===== config.mk =====
export PLATFORM = sky130hd
export DESIGN_NAME = fpro_bus_arbiter_flat
export DESIGN_NICKNAME = d
export VERILOG_FILES = /design/src/rtl/fpro_arb_pkg.sv /design/src/rtl/fpro_bus_arbiter_if.sv /design/src/rtl/rr_arb2.sv /design/src/rtl/fpro_bus_arbiter.sv /design/src/flat_wrapper.sv
export SDC_FILE = /design/constraint.sdc
export NUM_CORES = 1
export LEC_CHECK = 0
export ABC_CLOCK_PERIOD_IN_PS = 1900
export BUFFER_PORTS_ARGS = -buffer_cell sky130_fd_sc_hd__buf_2
export CAP_MARGIN = 20
export CORE_MARGIN = 1.5
export CORE_UTILIZATION = 43
export CTS_BUF_LIST = sky130_fd_sc_hd__clkbuf_2
export CTS_CLUSTER_DIAMETER = 150
export DETAILED_ROUTE_END_ITERATION = 10
export PLACE_DENSITY = 0.85
export SYNTH_ARGS = -nofsm -noshare
export SYNTH_HDL_FRONTEND = slang
export SYNTH_SLANG_ARGS = --single-unit

===== constraint.sdc =====
create_clock -name clk -period 1.9 [get_ports clk]
set_input_delay 0.38 -clock clk [delete_from_list [all_inputs] [get_ports clk]]
set_output_delay 0.38 -clock clk [all_outputs]
set_load 0.01 [all_outputs]

===== src/rtl/fpro_arb_pkg.sv =====
// Shared types for the two-master FPro MMIO bus arbiter.
package fpro_arb_pkg;

  localparam int N_MST = 2;

  typedef enum logic [1:0] {
    IDLE  = 2'd0,
    ISSUE = 2'd1,
    ACK   = 2'd2
  } arb_state_t;

  typedef logic mst_idx_t;

  typedef struct packed {
    logic     valid;
    mst_idx_t idx;
  } lock_t;

  // A held lock narrows eligibility to its owner; otherwise both masters compete.
  function automatic logic [N_MST-1:0] elig_mask(input lock_t l);
    if (!l.valid) return 2'b11;
    return l.idx ? 2'b10 : 2'b01;
  endfunction

endpackage


===== src/rtl/fpro_bus_arbiter_if.sv =====
// Bundle of both master request/ack channels and the downstream FPro MMIO bus.
interface fpro_bus_arbiter_if #(
  parameter int ADDR_W = 21,
  parameter int DATA_W = 32
);

  logic              m0_req;
  logic              m0_wr;
  logic              m0_lock;
  logic [ADDR_W-1:0] m0_addr;
  logic [DATA_W-1:0] m0_wr_data;
  logic              m0_ack;
  logic [DATA_W-1:0] m0_rd_data;

  logic              m1_req;
  logic              m1_wr;
  logic              m1_lock;
  logic [ADDR_W-1:0] m1_addr;
  logic [DATA_W-1:0] m1_wr_data;
  logic              m1_ack;
  logic [DATA_W-1:0] m1_rd_data;

  logic              fp_mmio_cs;
  logic              fp_rd;
  logic              fp_wr;
  logic [ADDR_W-1:0] fp_addr;
  logic [DATA_W-1:0] fp_wr_data;
  logic [DATA_W-1:0] fp_rd_data;

  modport slave (
    input  m0_req, m0_wr, m0_lock, m0_addr, m0_wr_data,
    input  m1_req, m1_wr, m1_lock, m1_addr, m1_wr_data,
    input  fp_rd_data,
    output m0_ack, m0_rd_data, m1_ack, m1_rd_data,
    output fp_mmio_cs, fp_rd, fp_wr, fp_addr, fp_wr_data
  );

  modport master (
    output m0_req, m0_wr, m0_lock, m0_addr, m0_wr_data,
    output m1_req, m1_wr, m1_lock, m1_addr, m1_wr_data,
    output fp_rd_data,
    input  m0_ack, m0_rd_data, m1_ack, m1_rd_data,
    input  fp_mmio_cs, fp_rd, fp_wr, fp_addr, fp_wr_data
  );

endinterface


===== src/rtl/rr_arb2.sv =====
// Combinational two-way round-robin pick; on a tie the master that did not win last time goes.
module rr_arb2
  import fpro_arb_pkg::*;
(
  input  logic [N_MST-1:0] i_req,
  input  logic [N_MST-1:0] i_elig,
  input  mst_idx_t         i_last_gnt,
  output logic             o_gnt_valid,
  output mst_idx_t         o_gnt_idx
);

  logic [N_MST-1:0] w_cand;

  always_comb begin
    w_cand      = i_req & i_elig;
    o_gnt_valid = |w_cand;
    o_gnt_idx   = 1'b0;
    case (w_cand)
      2'b01:   o_gnt_idx = 1'b0;
      2'b10:   o_gnt_idx = 1'b1;
      2'b11:   o_gnt_idx = ~i_last_gnt;
      default: o_gnt_idx = 1'b0;
    endcase
  end

endmodule


===== src/rtl/fpro_bus_arbiter.sv =====
// Two-master FPro MMIO arbiter: IDLE -> ISSUE -> ACK per single-beat transaction, round-robin with bus lock.
// Define FPRO_ARB_CNT_EN to add per-master grant counters (m0_gnt_cnt, m1_gnt_cnt) and cnt_clr.
module fpro_bus_arbiter
  import fpro_arb_pkg::*;
#(
  parameter int ADDR_W = 21,
  parameter int DATA_W = 32
`ifdef FPRO_ARB_CNT_EN
  , parameter int CNT_W = 16
`endif
) (
  input  logic                  clk,
  input  logic                  reset_n,
  fpro_bus_arbiter_if.slave     bus
`ifdef FPRO_ARB_CNT_EN
  , input  logic                cnt_clr
  , output logic [CNT_W-1:0]    m0_gnt_cnt
  , output logic [CNT_W-1:0]    m1_gnt_cnt
`endif
);

  arb_state_t        r_state;
  mst_idx_t          r_gnt_idx;
  mst_idx_t          r_last_gnt;
  logic              r_lock_req;
  lock_t             r_lock_own;

  logic              r_fp_cs;
  logic              r_fp_rd;
  logic              r_fp_wr;
  logic [ADDR_W-1:0] r_fp_addr;
  logic [DATA_W-1:0] r_fp_wr_data;

  logic              r_m0_ack;
  logic              r_m1_ack;
  logic [DATA_W-1:0] r_m0_rd_data;
  logic [DATA_W-1:0] r_m1_rd_data;

  logic [N_MST-1:0]  w_req;
  logic              w_gnt_valid;
  mst_idx_t          w_gnt_idx;
  logic              w_sel_wr;
  logic              w_sel_lock;
  logic [ADDR_W-1:0] w_sel_addr;
  logic [DATA_W-1:0] w_sel_wdata;

  assign w_req = {bus.m1_req, bus.m0_req};

  rr_arb2 u_rr_arb2 (
    .i_req       (w_req),
    .i_elig      (elig_mask(r_lock_own)),
    .i_last_gnt  (r_last_gnt),
    .o_gnt_valid (w_gnt_valid),
    .o_gnt_idx   (w_gnt_idx)
  );

  always_comb begin
    w_sel_wr    = bus.m0_wr;
    w_sel_lock  = bus.m0_lock;
    w_sel_addr  = bus.m0_addr;
    w_sel_wdata = bus.m0_wr_data;
    if (w_gnt_idx) begin
      w_sel_wr    = bus.m1_wr;
      w_sel_lock  = bus.m1_lock;
      w_sel_addr  = bus.m1_addr;
      w_sel_wdata = bus.m1_wr_data;
    end
  end

  // The fp_* registers double as the registered request copy: loaded on grant, cleared after ISSUE.
  always_ff @(posedge clk or negedge reset_n) begin
    if (!reset_n) begin
      r_state      <= IDLE;
      r_gnt_idx    <= 1'b0;
      r_last_gnt   <= 1'b1;
      r_lock_req   <= 1'b0;
      r_lock_own   <= '0;
      r_fp_cs      <= 1'b0;
      r_fp_rd      <= 1'b0;
      r_fp_wr      <= 1'b0;
      r_fp_addr    <= '0;
      r_fp_wr_data <= '0;
      r_m0_ack     <= 1'b0;
      r_m1_ack     <= 1'b0;
      r_m0_rd_data <= '0;
      r_m1_rd_data <= '0;
    end else begin
      r_m0_ack <= 1'b0;
      r_m1_ack <= 1'b0;
      case (r_state)
        IDLE: begin
          if (w_gnt_valid) begin
            r_gnt_idx    <= w_gnt_idx;
            r_lock_req   <= w_sel_lock;
            r_fp_cs      <= 1'b1;
            r_fp_wr      <= w_sel_wr;
            r_fp_rd      <= ~w_sel_wr;
            r_fp_addr    <= w_sel_addr;
            r_fp_wr_data <= w_sel_wdata;
            r_state      <= ISSUE;
          end
        end
        ISSUE: begin
          r_fp_cs      <= 1'b0;
          r_fp_rd      <= 1'b0;
          r_fp_wr      <= 1'b0;
          r_fp_addr    <= '0;
          r_fp_wr_data <= '0;
          if (r_fp_rd) begin
            if (r_gnt_idx) r_m1_rd_data <= bus.fp_rd_data;
            else           r_m0_rd_data <= bus.fp_rd_data;
          end
          if (r_gnt_idx) r_m1_ack <= 1'b1;
          else           r_m0_ack <= 1'b1;
          r_state <= ACK;
        end
        ACK: begin
          r_last_gnt <= r_gnt_idx;
          r_lock_own <= '{valid: r_lock_req, idx: r_gnt_idx};
          r_state    <= IDLE;
        end
        default: r_state <= IDLE;
      endcase
    end
  end

  assign bus.fp_mmio_cs = r_fp_cs;
  assign bus.fp_rd      = r_fp_rd;
  assign bus.fp_wr      = r_fp_wr;
  assign bus.fp_addr    = r_fp_addr;
  assign bus.fp_wr_data = r_fp_wr_data;
  assign bus.m0_ack     = r_m0_ack;
  assign bus.m1_ack     = r_m1_ack;
  assign bus.m0_rd_data = r_m0_rd_data;
  assign bus.m1_rd_data = r_m1_rd_data;

`ifdef FPRO_ARB_CNT_EN
  logic [CNT_W-1:0] r_m0_cnt;
  logic [CNT_W-1:0] r_m1_cnt;

  // Clear wins over a same-cycle increment; counts wrap naturally.
  always_ff @(posedge clk or negedge reset_n) begin
    if (!reset_n) begin
      r_m0_cnt <= '0;
      r_m1_cnt <= '0;
    end else if (cnt_clr) begin
      r_m0_cnt <= '0;
      r_m1_cnt <= '0;
    end else if (r_state == ACK) begin
      if (r_gnt_idx) r_m1_cnt <= r_m1_cnt + CNT_W'(1);
      else           r_m0_cnt <= r_m0_cnt + CNT_W'(1);
    end
  end

  assign m0_gnt_cnt = r_m0_cnt;
  assign m1_gnt_cnt = r_m1_cnt;
`endif

endmodule


===== src/flat_wrapper.sv =====
// flat-port wrapper written by rule: the top's interface ports become plain ports
module fpro_bus_arbiter_flat import fpro_arb_pkg::*;
#(
  parameter int ADDR_W = 21,
  parameter int DATA_W = 32

)
  (clk, reset_n, bus_m0_req, bus_m0_wr, bus_m0_lock, bus_m0_addr, bus_m0_wr_data, bus_m1_req, bus_m1_wr, bus_m1_lock, bus_m1_addr, bus_m1_wr_data, bus_fp_rd_data, bus_m0_ack, bus_m0_rd_data, bus_m1_ack, bus_m1_rd_data, bus_fp_mmio_cs, bus_fp_rd, bus_fp_wr, bus_fp_addr, bus_fp_wr_data);
  fpro_bus_arbiter_if #(.ADDR_W(ADDR_W), .DATA_W(DATA_W)) bus_i ();
  input  logic clk;
  input  logic reset_n;
  input wire logic [$bits(bus_i.m0_req)-1:0] bus_m0_req;
  input wire logic [$bits(bus_i.m0_wr)-1:0] bus_m0_wr;
  input wire logic [$bits(bus_i.m0_lock)-1:0] bus_m0_lock;
  input wire logic [$bits(bus_i.m0_addr)-1:0] bus_m0_addr;
  input wire logic [$bits(bus_i.m0_wr_data)-1:0] bus_m0_wr_data;
  input wire logic [$bits(bus_i.m1_req)-1:0] bus_m1_req;
  input wire logic [$bits(bus_i.m1_wr)-1:0] bus_m1_wr;
  input wire logic [$bits(bus_i.m1_lock)-1:0] bus_m1_lock;
  input wire logic [$bits(bus_i.m1_addr)-1:0] bus_m1_addr;
  input wire logic [$bits(bus_i.m1_wr_data)-1:0] bus_m1_wr_data;
  input wire logic [$bits(bus_i.fp_rd_data)-1:0] bus_fp_rd_data;
  output wire logic [$bits(bus_i.m0_ack)-1:0] bus_m0_ack;
  output wire logic [$bits(bus_i.m0_rd_data)-1:0] bus_m0_rd_data;
  output wire logic [$bits(bus_i.m1_ack)-1:0] bus_m1_ack;
  output wire logic [$bits(bus_i.m1_rd_data)-1:0] bus_m1_rd_data;
  output wire logic [$bits(bus_i.fp_mmio_cs)-1:0] bus_fp_mmio_cs;
  output wire logic [$bits(bus_i.fp_rd)-1:0] bus_fp_rd;
  output wire logic [$bits(bus_i.fp_wr)-1:0] bus_fp_wr;
  output wire logic [$bits(bus_i.fp_addr)-1:0] bus_fp_addr;
  output wire logic [$bits(bus_i.fp_wr_data)-1:0] bus_fp_wr_data;
  assign bus_i.m0_req = bus_m0_req;
  assign bus_i.m0_wr = bus_m0_wr;
  assign bus_i.m0_lock = bus_m0_lock;
  assign bus_i.m0_addr = bus_m0_addr;
  assign bus_i.m0_wr_data = bus_m0_wr_data;
  assign bus_i.m1_req = bus_m1_req;
  assign bus_i.m1_wr = bus_m1_wr;
  assign bus_i.m1_lock = bus_m1_lock;
  assign bus_i.m1_addr = bus_m1_addr;
  assign bus_i.m1_wr_data = bus_m1_wr_data;
  assign bus_i.fp_rd_data = bus_fp_rd_data;
  assign bus_m0_ack = bus_i.m0_ack;
  assign bus_m0_rd_data = bus_i.m0_rd_data;
  assign bus_m1_ack = bus_i.m1_ack;
  assign bus_m1_rd_data = bus_i.m1_rd_data;
  assign bus_fp_mmio_cs = bus_i.fp_mmio_cs;
  assign bus_fp_rd = bus_i.fp_rd;
  assign bus_fp_wr = bus_i.fp_wr;
  assign bus_fp_addr = bus_i.fp_addr;
  assign bus_fp_wr_data = bus_i.fp_wr_data;
  fpro_bus_arbiter #(.ADDR_W(ADDR_W), .DATA_W(DATA_W)) u_core (.clk(clk), .reset_n(reset_n), .bus(bus_i));
endmodule

# After elaboration in Yosys (flattened, before gate mapping)
# Index checks and enable logic that the tools add are counted.
# W data, S select, Z words.
[totals]
reg_bits = 129
in_bits = 146
output_inout_bits = 122
[classes]
eq_ne = 5
muxes = 23
bitwise = 4
n_reduce_logical = 7
[op_table]
columns = ["op", "n"]
rows = [
  ["$mux W32", 2],
  ["$pmux W32 S2", 1],
  ["$mux W21", 2],
  ["$pmux W21 S2", 1],
  ["$mux W1", 9],
  ["$pmux W1 S2", 4],
  ["$eq A2 B2 Y1 const B", 3],
  ["$mux W2", 3],
  ["$reduce_and A3 Y1", 2],
  ["$pmux W2 S2", 1],
  ["$reduce_and A2 Y1", 2],
  ["$not A1 Y1", 3],
  ["$and A2 B2 Y2", 1],
  ["$eq A2 B1 Y1 const B", 1],
  ["$logic_not A2 Y1", 1],
  ["$ne A2 B2 Y1 const B", 1],
  ["$reduce_bool A2 Y1", 1],
  ["$reduce_or A2 Y1", 1],
]

# Longest topological paths before layout
# Gate-level depths: netlist of run 1.
[depth]
ltp_word = 9
mapped_depth = 6
mapped_depth_nobuf = 5

# Modules after synthesis
# A second synthesis of run 1 with hierarchy kept.
[hier_totals]
hier_cells = 419
area_unflattened_um2 = 5464.0
[modules_own_cells]
columns = ["mod", "instances", "cells_per_inst", "area_per_inst_um2", "seq_area_each_um2"]
rows = [
  ["fpro_bus_arbiter", 1, 415, 5446.5, 3229.3],
  ["rr_arb2", 1, 4, 17.5, 0.0],
]

# Worst setup path after synthesis of run 1
# No wires, ideal clock.
[synth_path]
path_kind = "register -> register"
startpoint = "register u_core.r_state[1]"
endpoint = "register u_core.r_m0_rd_data[0] (netlist: u_core.bus.m0_rd_data[0])"
setup_time_ps = 125
t_arrival_ps = 1403
t_required_ps = 1775
slack_ps = 372
path_stages_with_launch = 7
path_buffers = 2
period_less_slack_ps = 1528
cell_sequence = "dfrtp_1 -> nand2b_2 -> nor2_2 -> and2_1 -> buf_6 -> buf_6 -> mux2_4"
[synth_between]
elab_chain_cells = 2
[synth_lines]
columns = ["item", "line_no", "text"]
rows = [
  ["start, declared", "fpro_bus_arbiter.sv:22", "arb_state_t r_state;"],
  ["start signal, assigned", "fpro_bus_arbiter.sv:73", "r_state <= IDLE;"],
  ["start signal, assigned", "fpro_bus_arbiter.sv:100", "r_state <= ISSUE;"],
  ["start signal, assigned", "fpro_bus_arbiter.sv:115", "r_state <= ACK;"],
  ["$eq A2 B1 Y1", "fpro_bus_arbiter.sv:90", "case (r_state)"],
  ["$reduce_and A3 Y1 (no source line)", "n/a", ""],
  ["end signal, assigned", "fpro_bus_arbiter.sv:111", "else r_m0_rd_data <= bus.fp_rd_data;"],
  ["end, declared", "fpro_bus_arbiter.sv:36", "logic [DATA_W-1:0] r_m0_rd_data;"],
]
# Every way passes these cells.
# A chain may end at the register's enable or synchronous reset.

# Final worst setup path of run 1
[layout_path]
startpoint = "register u_core.r_state[1]"
endpoint = "register u_core.r_m1_rd_data[0] (netlist: u_core.bus.m1_rd_data[0])"
[layout_between]
elab_chain_cells = 2
[layout_lines]
columns = ["item", "line_no", "text"]
rows = [
  ["$eq A2 B1 Y1", "fpro_bus_arbiter.sv:90", ""],
  ["$reduce_and A3 Y1 (no source line)", "n/a", ""],
  ["end signal, assigned", "fpro_bus_arbiter.sv:110", "if (r_gnt_idx) r_m1_rd_data <= bus.fp_rd_data;"],
  ["end, declared", "fpro_bus_arbiter.sv:37", "logic [DATA_W-1:0] r_m1_rd_data;"],
]
# Every way passes these cells.

==> results of run 1 <==
flip-flops by register name, indices dropped and copies added, names as in the netlist:
name,flops
u_core.bus.fp_addr,21
u_core.bus.m1_ack,1
u_core.r_last_gnt,1
u_core.r_lock_req,1
u_core.r_gnt_idx,1
u_core.bus.fp_mmio_cs,1
u_core.bus.m0_ack,1
u_core.bus.fp_wr,1
u_core.bus.fp_wr_data,32
u_core.bus.m1_rd_data,32
u_core.bus.fp_rd,1
u_core.r_state,2
u_core.bus.m0_rd_data,32
u_core.r_lock_own,2
how the worst max path moves through the flow:
| stage | startpoint | to | slack (ns) | depth (start not counted) |
|---|---|---|---|---|
| after floorplan | u_core.r_state[1] | u_core.bus.m0_rd_data[0] | 0.37 | 6 |
| after global placement | u_core.r_state[1] | u_core.bus.m1_rd_data[0] | 0.25 | 6 |
| after detailed placement | u_core.r_state[1] | u_core.bus.m1_rd_data[0] | 0.21 | 6 |
| after CTS | u_core.bus.fp_rd | bus_fp_rd | 0.02 | 1 |
| after global routing | u_core.bus.fp_rd | bus_fp_rd | 0.02 | 1 |
| final | u_core.r_state[1] | u_core.bus.m1_rd_data[0] | 0.14 | 6 |
kinds of logic after synthesis:
kind of cell | count (synthesis)
buffers and inverters | 28
AO/OA/AOI/OAI | 61
flip-flops | 129
AND/OR/NAND/NOR | 76
multiplexers | 120
layout make-up:
class	instances	area share, %
clock buffer	17	0.937
tap	176	2.43
antenna	2	0.0551
timing repair buffer	422	32.7
clock inverter	15	1.93
inverter	3	0.124
multi-input combinational	257	26.2
sequential	129	35.6
where the power goes:
| part | switching [uW] | internal, uW |
|---|---|---|
| sequential | 826 | 4000 |
| combinational | 3090 | 3070 |
| clock | 1150 | 649 |
worst register-to-register path, stage by stage, from the launching register on:
cell and delay (ns):
dfrtp_1 0.47, nand2b_2 0.21, inv_2 0.05, and2_2 0.21, nand2_4 0.15, buf_12 0.21
mux2_2 0.35
per-layer routing:
metal  global-route usage, %  up-vias
met1                    29.8     2435
met4                    15.2        0
met5                       0        -
met3                    7.90       65
li1                        -     2285
met2                    48.2      248
placed cells by master, fill, tap and decap left out, drive strengths merged:
master	instances
a2111o	1
a21oi	1
a22o	1
a311o	1
and2	3
buf	279
bufinv	2
clkbuf	17
clkinv	3
clkinvlp	3
dfrtp	128
dfstp	1
diode	2
dlygate4sd3	143
inv	10
mux2	64
mux2i	56
nand2	67
nand2b	1
nand3	1
nor2	2
nor2b	1
nor3	1
o21ai	57
through the flow:
stage	hold slack, ns	setup WS (ns)	instances	instance area, sq um	power [uW]
final	0.145	0.136	1021	9080	12800
after global routing	0.0823	0.0234	1020	9080	13500
after CTS	0.0424	0.0200	1019	9070	12600
after detailed placement	0.345	0.210	844	7380	10600
after global placement	0.344	0.246	844	7380	10400
after floorplan	0.0844	0.372	414	5830	8510
==> key figures, run 1 <==
Run status
  – Status: finished clean

Critical path
  – WP data arrival: 2.34 ns
  – Worst path bufs/invs: 2
  – Worst R2R Setup Slack: 0.14 ns
  – Peak fanout along the critical path: 18
  – CP Cell Sequence: nand2b_2 -> inv_2 -> and2_2 -> nand2_4 -> buf_12 -> mux2_2
  – Critical Path RT: 2.47 ns
  – Reg-to-reg startpoint: u_core.r_state[1]
  – Slowest stage delay, CP: 0.47 ns
  – FF-to-FF End: u_core.bus.m1_rd_data[0]
  – Worst Setup End Kind: register
  – Critical path launch point type: register
  – Critical path class: register to register
  – Critical path's top delay family: simple AND/OR/NAND/NOR gates
  – Worst r2r path cells: 6
  – CP max-delay cell: dfrtp_1

Clock network
  – Clock transition at path regs: 0.23 ns
  – CTS resizes: 0
  – Post-CTS Setup Inserts: 0
  – CTS Sinks: 129
  – CTS Hold Bufs: 143
  – CTS tree: done
  – H-Tree Depth: 4
  – Cts bufs inserted: 17
  – Worst-skew pair later-pin latency: 0.69 ns
  – CTS root buffer: clkbuf_2
  – Max Buffers Root-to-Sink: 2

Floorplan
  – Row Count: 42
  – Die H: 119 microns
  – Initial core utilization: 44.0%
  – CORE AREA: 13,200 sq um
  – Die width: 119 microns
  – IO Count: 268
  – Die area: 14,300 sq um

Synthesis
  – Post-Synth XOR/XNOR Area: 0%
  – Largest family of logic cells by synthesized area: multiplexers
  – #FFs+latches synth: 129
  – Mapped cell area: 5830 sq um
  – Synth area leaders: dfrtp_1 55%, mux2_4 15%, mux2i_1 9.6%, o21ai_2 8.4%, nand2_1 4.3%
  – YS warnings: 0
  – Syn Inst Count: 414
  – Simple-Gate Fraction of Synth Area: 5.48%
  – Synthesized net count: 560
  – Distinct cells, synth: 27
  – Register area share after synthesis: 55.4%
  – Synth Area in Compound Gates: 9.28%
  – Multiplexer share of the synthesized area: 25.9%
  – Post-synth EDFFs: 0
  – Synth top area share: 55.0%
  – Synth area leader: dfrtp_1
  – Syn avg cell area: 14.1 sq um
  – Ys flop type: dfrtp_1
  – Leading cell types by count after synthesis: 128 x dfrtp_1, 66 x nand2_1, 60 x mux2_4
  – Adder-Cell Fraction of Synth Area: 0%
  – Asr flop ratio synth: 100%
  – Most frequent cell after synthesis: dfrtp_1

Power and ir drop
  – Power density over cell area: 1410 nW/um^2
  – Leak: 0.00481 uW
  – Max VDD drop: 0.669 mV

Routing
  – Vias post-DR: 5,033
  – Vias per cell: 4.93
  – Drc violations: 0
  – Wire per inst: 18.6 microns
  – WL final: 19.0 mm
  – Routed met2 length: 9.82 mm
  – Initial DRC count: 278
  – Antenna-violating nets left: 0
  – Uppermost layer routed: met4
  – DRT Pass-1 Iters: 4
  – Met1 wire length: 7.11 mm
  – Metal3 WL: 1.28 mm

Place
  – RD Place Congestion: 0.793
  – Buffers on Ports: 267
  – Final HPWL DP: 10.5 mm

Timing
  – Slew Limit Fails: 0
  – Slew margin rel.: 71.0%
  – Final Hold Viols: 0
  – RSZ-0062 raised after global routing: false
  – # setup viols final: 0
  – Max Clk Rate: 567 MHz
  – Post-Route Setup TNS: 0 ns
  – Slew @ Worst Pin: 0.435 ns
  – Clk_skew: 0.0418 ns
  – Period minus WS final: 1.76 ns
  – Tcrit/Tclk final: 92.8%

Final layout
  – Nets: 976
  – Utilization after layout: 68.6%
  – Multi-input logic area: 2380 sq um
  – Synthesis-to-layout area growth: 55.8%
  – Fillers: 904
  – Layout cells sized above 1: 52.4%
  – Register area: 3230 sq um

GRT
  – Vias in the first global route: 5,567
  – First-pass GRT wire length: 29.9 mm
  – Total grt overflow: 0
  – Initial antenna violation count: 1
  – Tot GR Track Use: 27.5%
  – Largest net degree at the start of global routing: 55

Flow run
  – Max cap viols: 0

Min path
  – HP Class: input pin to asynchronous set/reset pin
(Power assumes the default switching activity.)
==> run 2, diff against run 1 <==
==> constraint.sdc (replaced) <==
create_clock -name clk -period 1.9 [get_ports clk]
set_input_delay 0.475 -clock clk [delete_from_list [all_inputs] [get_ports clk]]
set_output_delay 0.475 -clock clk [all_outputs]
set_load 0.01 [all_outputs]
==> run 2 against run 1 <==
Compared with the run above:
- routed wire length fell by 4.5%
- combinational power rose by 2%
- via count fell by 1.4%
- cell count fell by 0.49%
- critical endpoint is now bus_fp_rd
- critical path type is now register to output port
- clock skew fell by 0.0091 ns
- clock power fell by 12%
- sequential share of layout area rose by 0.29 points
- utilization fell by 0.53 points
- first-iteration DRC count rose by 7.6%
- global-route usage fell by 1.6 points
==> key figures, run 2 (synthesis gave the netlist of run 1 again) <==
Clock network
  – H-Tree Depth: 4 (unchanged)
  – CTS tree: done
  – CTS Sinks: 129 (unchanged)
  – Clock transition at path regs: 0.19 ns (-0.04 ns)
  – Max Buffers Root-to-Sink: 2 (unchanged)
  – Worst-skew pair later-pin latency: 0.72 ns (+0.03 ns)
  – Cts bufs inserted: 17 (unchanged)
  – CTS root buffer: clkbuf_2

Min path
  – HP Class: input pin to register

Timing
  – Post-Route Setup TNS: 0 ns (unchanged)
  – Fin Hold WS: 0.0616 ns (-0.0830 ns)
  – # setup viols final: 0 (unchanged)
  – RSZ-0062 raised after global routing: true
  – Tcrit/Tclk final: 95.2% (+2.4 points)
  – Max Clk Rate: 553 MHz (-2.5%)
  – Slew Limit Fails: 0 (unchanged)
  – Slew margin rel.: 67.7% (-3.3 points)
  – Slew @ Worst Pin: 0.484 ns (+0.0491 ns)
  – Final Hold Viols: 0 (unchanged)
  – Clk_skew: 0.0328 ns (-0.00907 ns)
  – Period minus WS final: 1.81 ns (+0.0448 ns)

GRT
  – Vias in the first global route: 5,426 (-2.5%)
  – Initial antenna violation count: 0 (-1)
  – Total grt overflow: 0 (unchanged)
  – Largest net degree at the start of global routing: 57 (+3.6%)
  – Tot GR Track Use: 25.9% (-1.6 points)
  – First-pass GRT wire length: 28.0 mm (-6.4%)

Power and ir drop
  – Max VDD drop: 0.690 mV (+3.1%)
  – Total Power: 12,700 uW (-0.85%)
  – Power density over cell area: 1410 nW/um^2 (about the same)
  – Seq pwr share: 37.7% (about the same)
  – Switching share of power: 39.2% (-0.37 points)
  – Cell-internal power: 7690 uW (-0.25%)
  – Leak: 0.00479 uW (-0.41%)
  – Sw Pwr: 4970 uW (-1.8%)
  – Clock share of power: 12.5% (-1.6 points)
  – Combinational power share: 49.8% (+1.6 points)

Floorplan
  – IO Count: 268 (unchanged)
  – Initial core utilization: 44.0% (unchanged)
  – Die width: 119 microns (unchanged)
  – CORE AREA: 13,200 sq um (unchanged)
  – Die area: 14,300 sq um (unchanged)
  – Row Count: 42 (unchanged)
  – Die H: 119 microns (unchanged)

Critical path
  – Worst path bufs/invs: 1 (-1)
  – Slowest stage delay, CP: 0.48 ns (about the same)
  – WP data arrival: 1.33 ns (-1.01 ns)
  – Critical path class: register to output port
  – Worst Setup End Kind: output port
  – Critical path launch point type: register
  – Critical path's top delay family: flip-flops
  – Peak fanout along the critical path: 4 (-14)
  – Critical Path RT: 1.42 ns (-1.05 ns)
  – CP max-delay cell: dfrtp_2
  – CP Cell Sequence: buf_2

Flow run
  – Max cap viols: 0 (unchanged)

Final layout
  – # diodes: 0 (-2)
  – Commonest non-fill, non-tap cell in the layout: buf_2
  – Nets: 973 (-0.31%)
  – Layout cells sized above 1: 53.7% (+1.3 points)
  – Final cell count without fillers: 1,016 (-0.49%)
  – Commonest non-fill, non-tap cells in the layout: 266 x buf_2, 131 x dlygate4sd3_1, 127 x dfrtp_1
  – Synthesis-to-layout area growth: 54.6%

Place
  – Placed Cells: 850 (+0.71%)
  – RD Place Congestion: 0.801 (+1.0%)
  – Final HPWL DP: 10.5 mm (+0.71%)
  – Buffers on Ports: 267 (unchanged)

Run status
  – Status: finished clean

Routing
  – WL final: 18.1 mm (-4.5%)
  – DRT Pass-1 Iters: 4 (unchanged)
  – Initial DRC count: 299 (+7.6%)
  – Wire per inst: 17.9 microns (-4.0%)
  – Vias post-DR: 4,963 (-1.4%)
  – Antenna-violating nets left: 0 (unchanged)
  – Drc violations: 0 (unchanged)
  – Vias per cell: 4.88 (-0.91%)
-- run 2: cell types whose count changed in the layout (fill, tap and decap cells not counted), sizes merged --
cell	change
buf	+9
diode	-2
dlygate4sd3	-12
clkinvlp	-1
bufinv	-1
clkinv	+4
inv	-2
-- run 2: routing by layer --
layer / share of wire [%] / vias to the layer above / global-route usage, %
met1: 37 / 2367 / 26.9
met2: 52 / 261 / 46.8
met5: 0 / - / 0
met3: 7.7 / 56 / 8.43
met4: 3.8 / 0 / 12.6
li1: - / 2279 / -
-- run 2: power groups by stage --
stage | Clock [uW] | Sequential [uW] | Combinational [uW]
global route | 1750 | 4910 | 6750
finish | 1580 | 4780 | 6300
detailed placement | 0 | 4780 | 5950
floorplan | 0 | 5270 | 3230
CTS | 1630 | 4720 | 6190
global placement | 0 | 4670 | 5840
-- run 2: worst paths after layout --
kind	startpoint	endpoint	slack (ns)	cells after the start
min	bus_m0_wr_data[11]	u_core.bus.fp_wr_data[11]	0.06	3
min in group asynchronous	reset_n	u_core.bus.m0_rd_data[2]	0.13	2
max reg2reg	u_core.r_state[1]	u_core.bus.m0_rd_data[30]	0.13	5
min reg2reg	u_core.r_last_gnt	u_core.r_last_gnt	0.48	2
max	u_core.bus.fp_rd	bus_fp_rd	0.09	1
max in group asynchronous	reset_n	u_core.r_last_gnt	1.13	3
-- run 2: what timing repair did --
action                                  4_1_cts  5_1_grt
setup buffers                                 0        3
hold buffers                                130        1
endpoints found under the hold margin       242        1
resized for setup                             1        1
endpoints found under the setup margin        1        6
pin swaps                                     0        0
-- run 2: metrics by stage --
step           setup slack, ns  cell area (sq um)  util (%)
4_1_cts               0.000561               8970      67.8
2_1_floorplan            0.372               5830         -
6_report                0.0911               9010      68.0
5_1_grt                -0.0126               9010      68.0
3_3_place_gp             0.128               7450      56.3
3_5_place_dp            0.0865               7450      56.3
-- run 2: area by class of cell --
class,instances,area (sq um)
Clock buffer,17,85.1
Clock inverter,15,133
Fill cell,882,4230
Inverter,3,11.3
Multi-Input combinational cell,257,2380
Sequential cell,129,3230
Tap cell,176,220
Timing Repair Buffer,419,2950
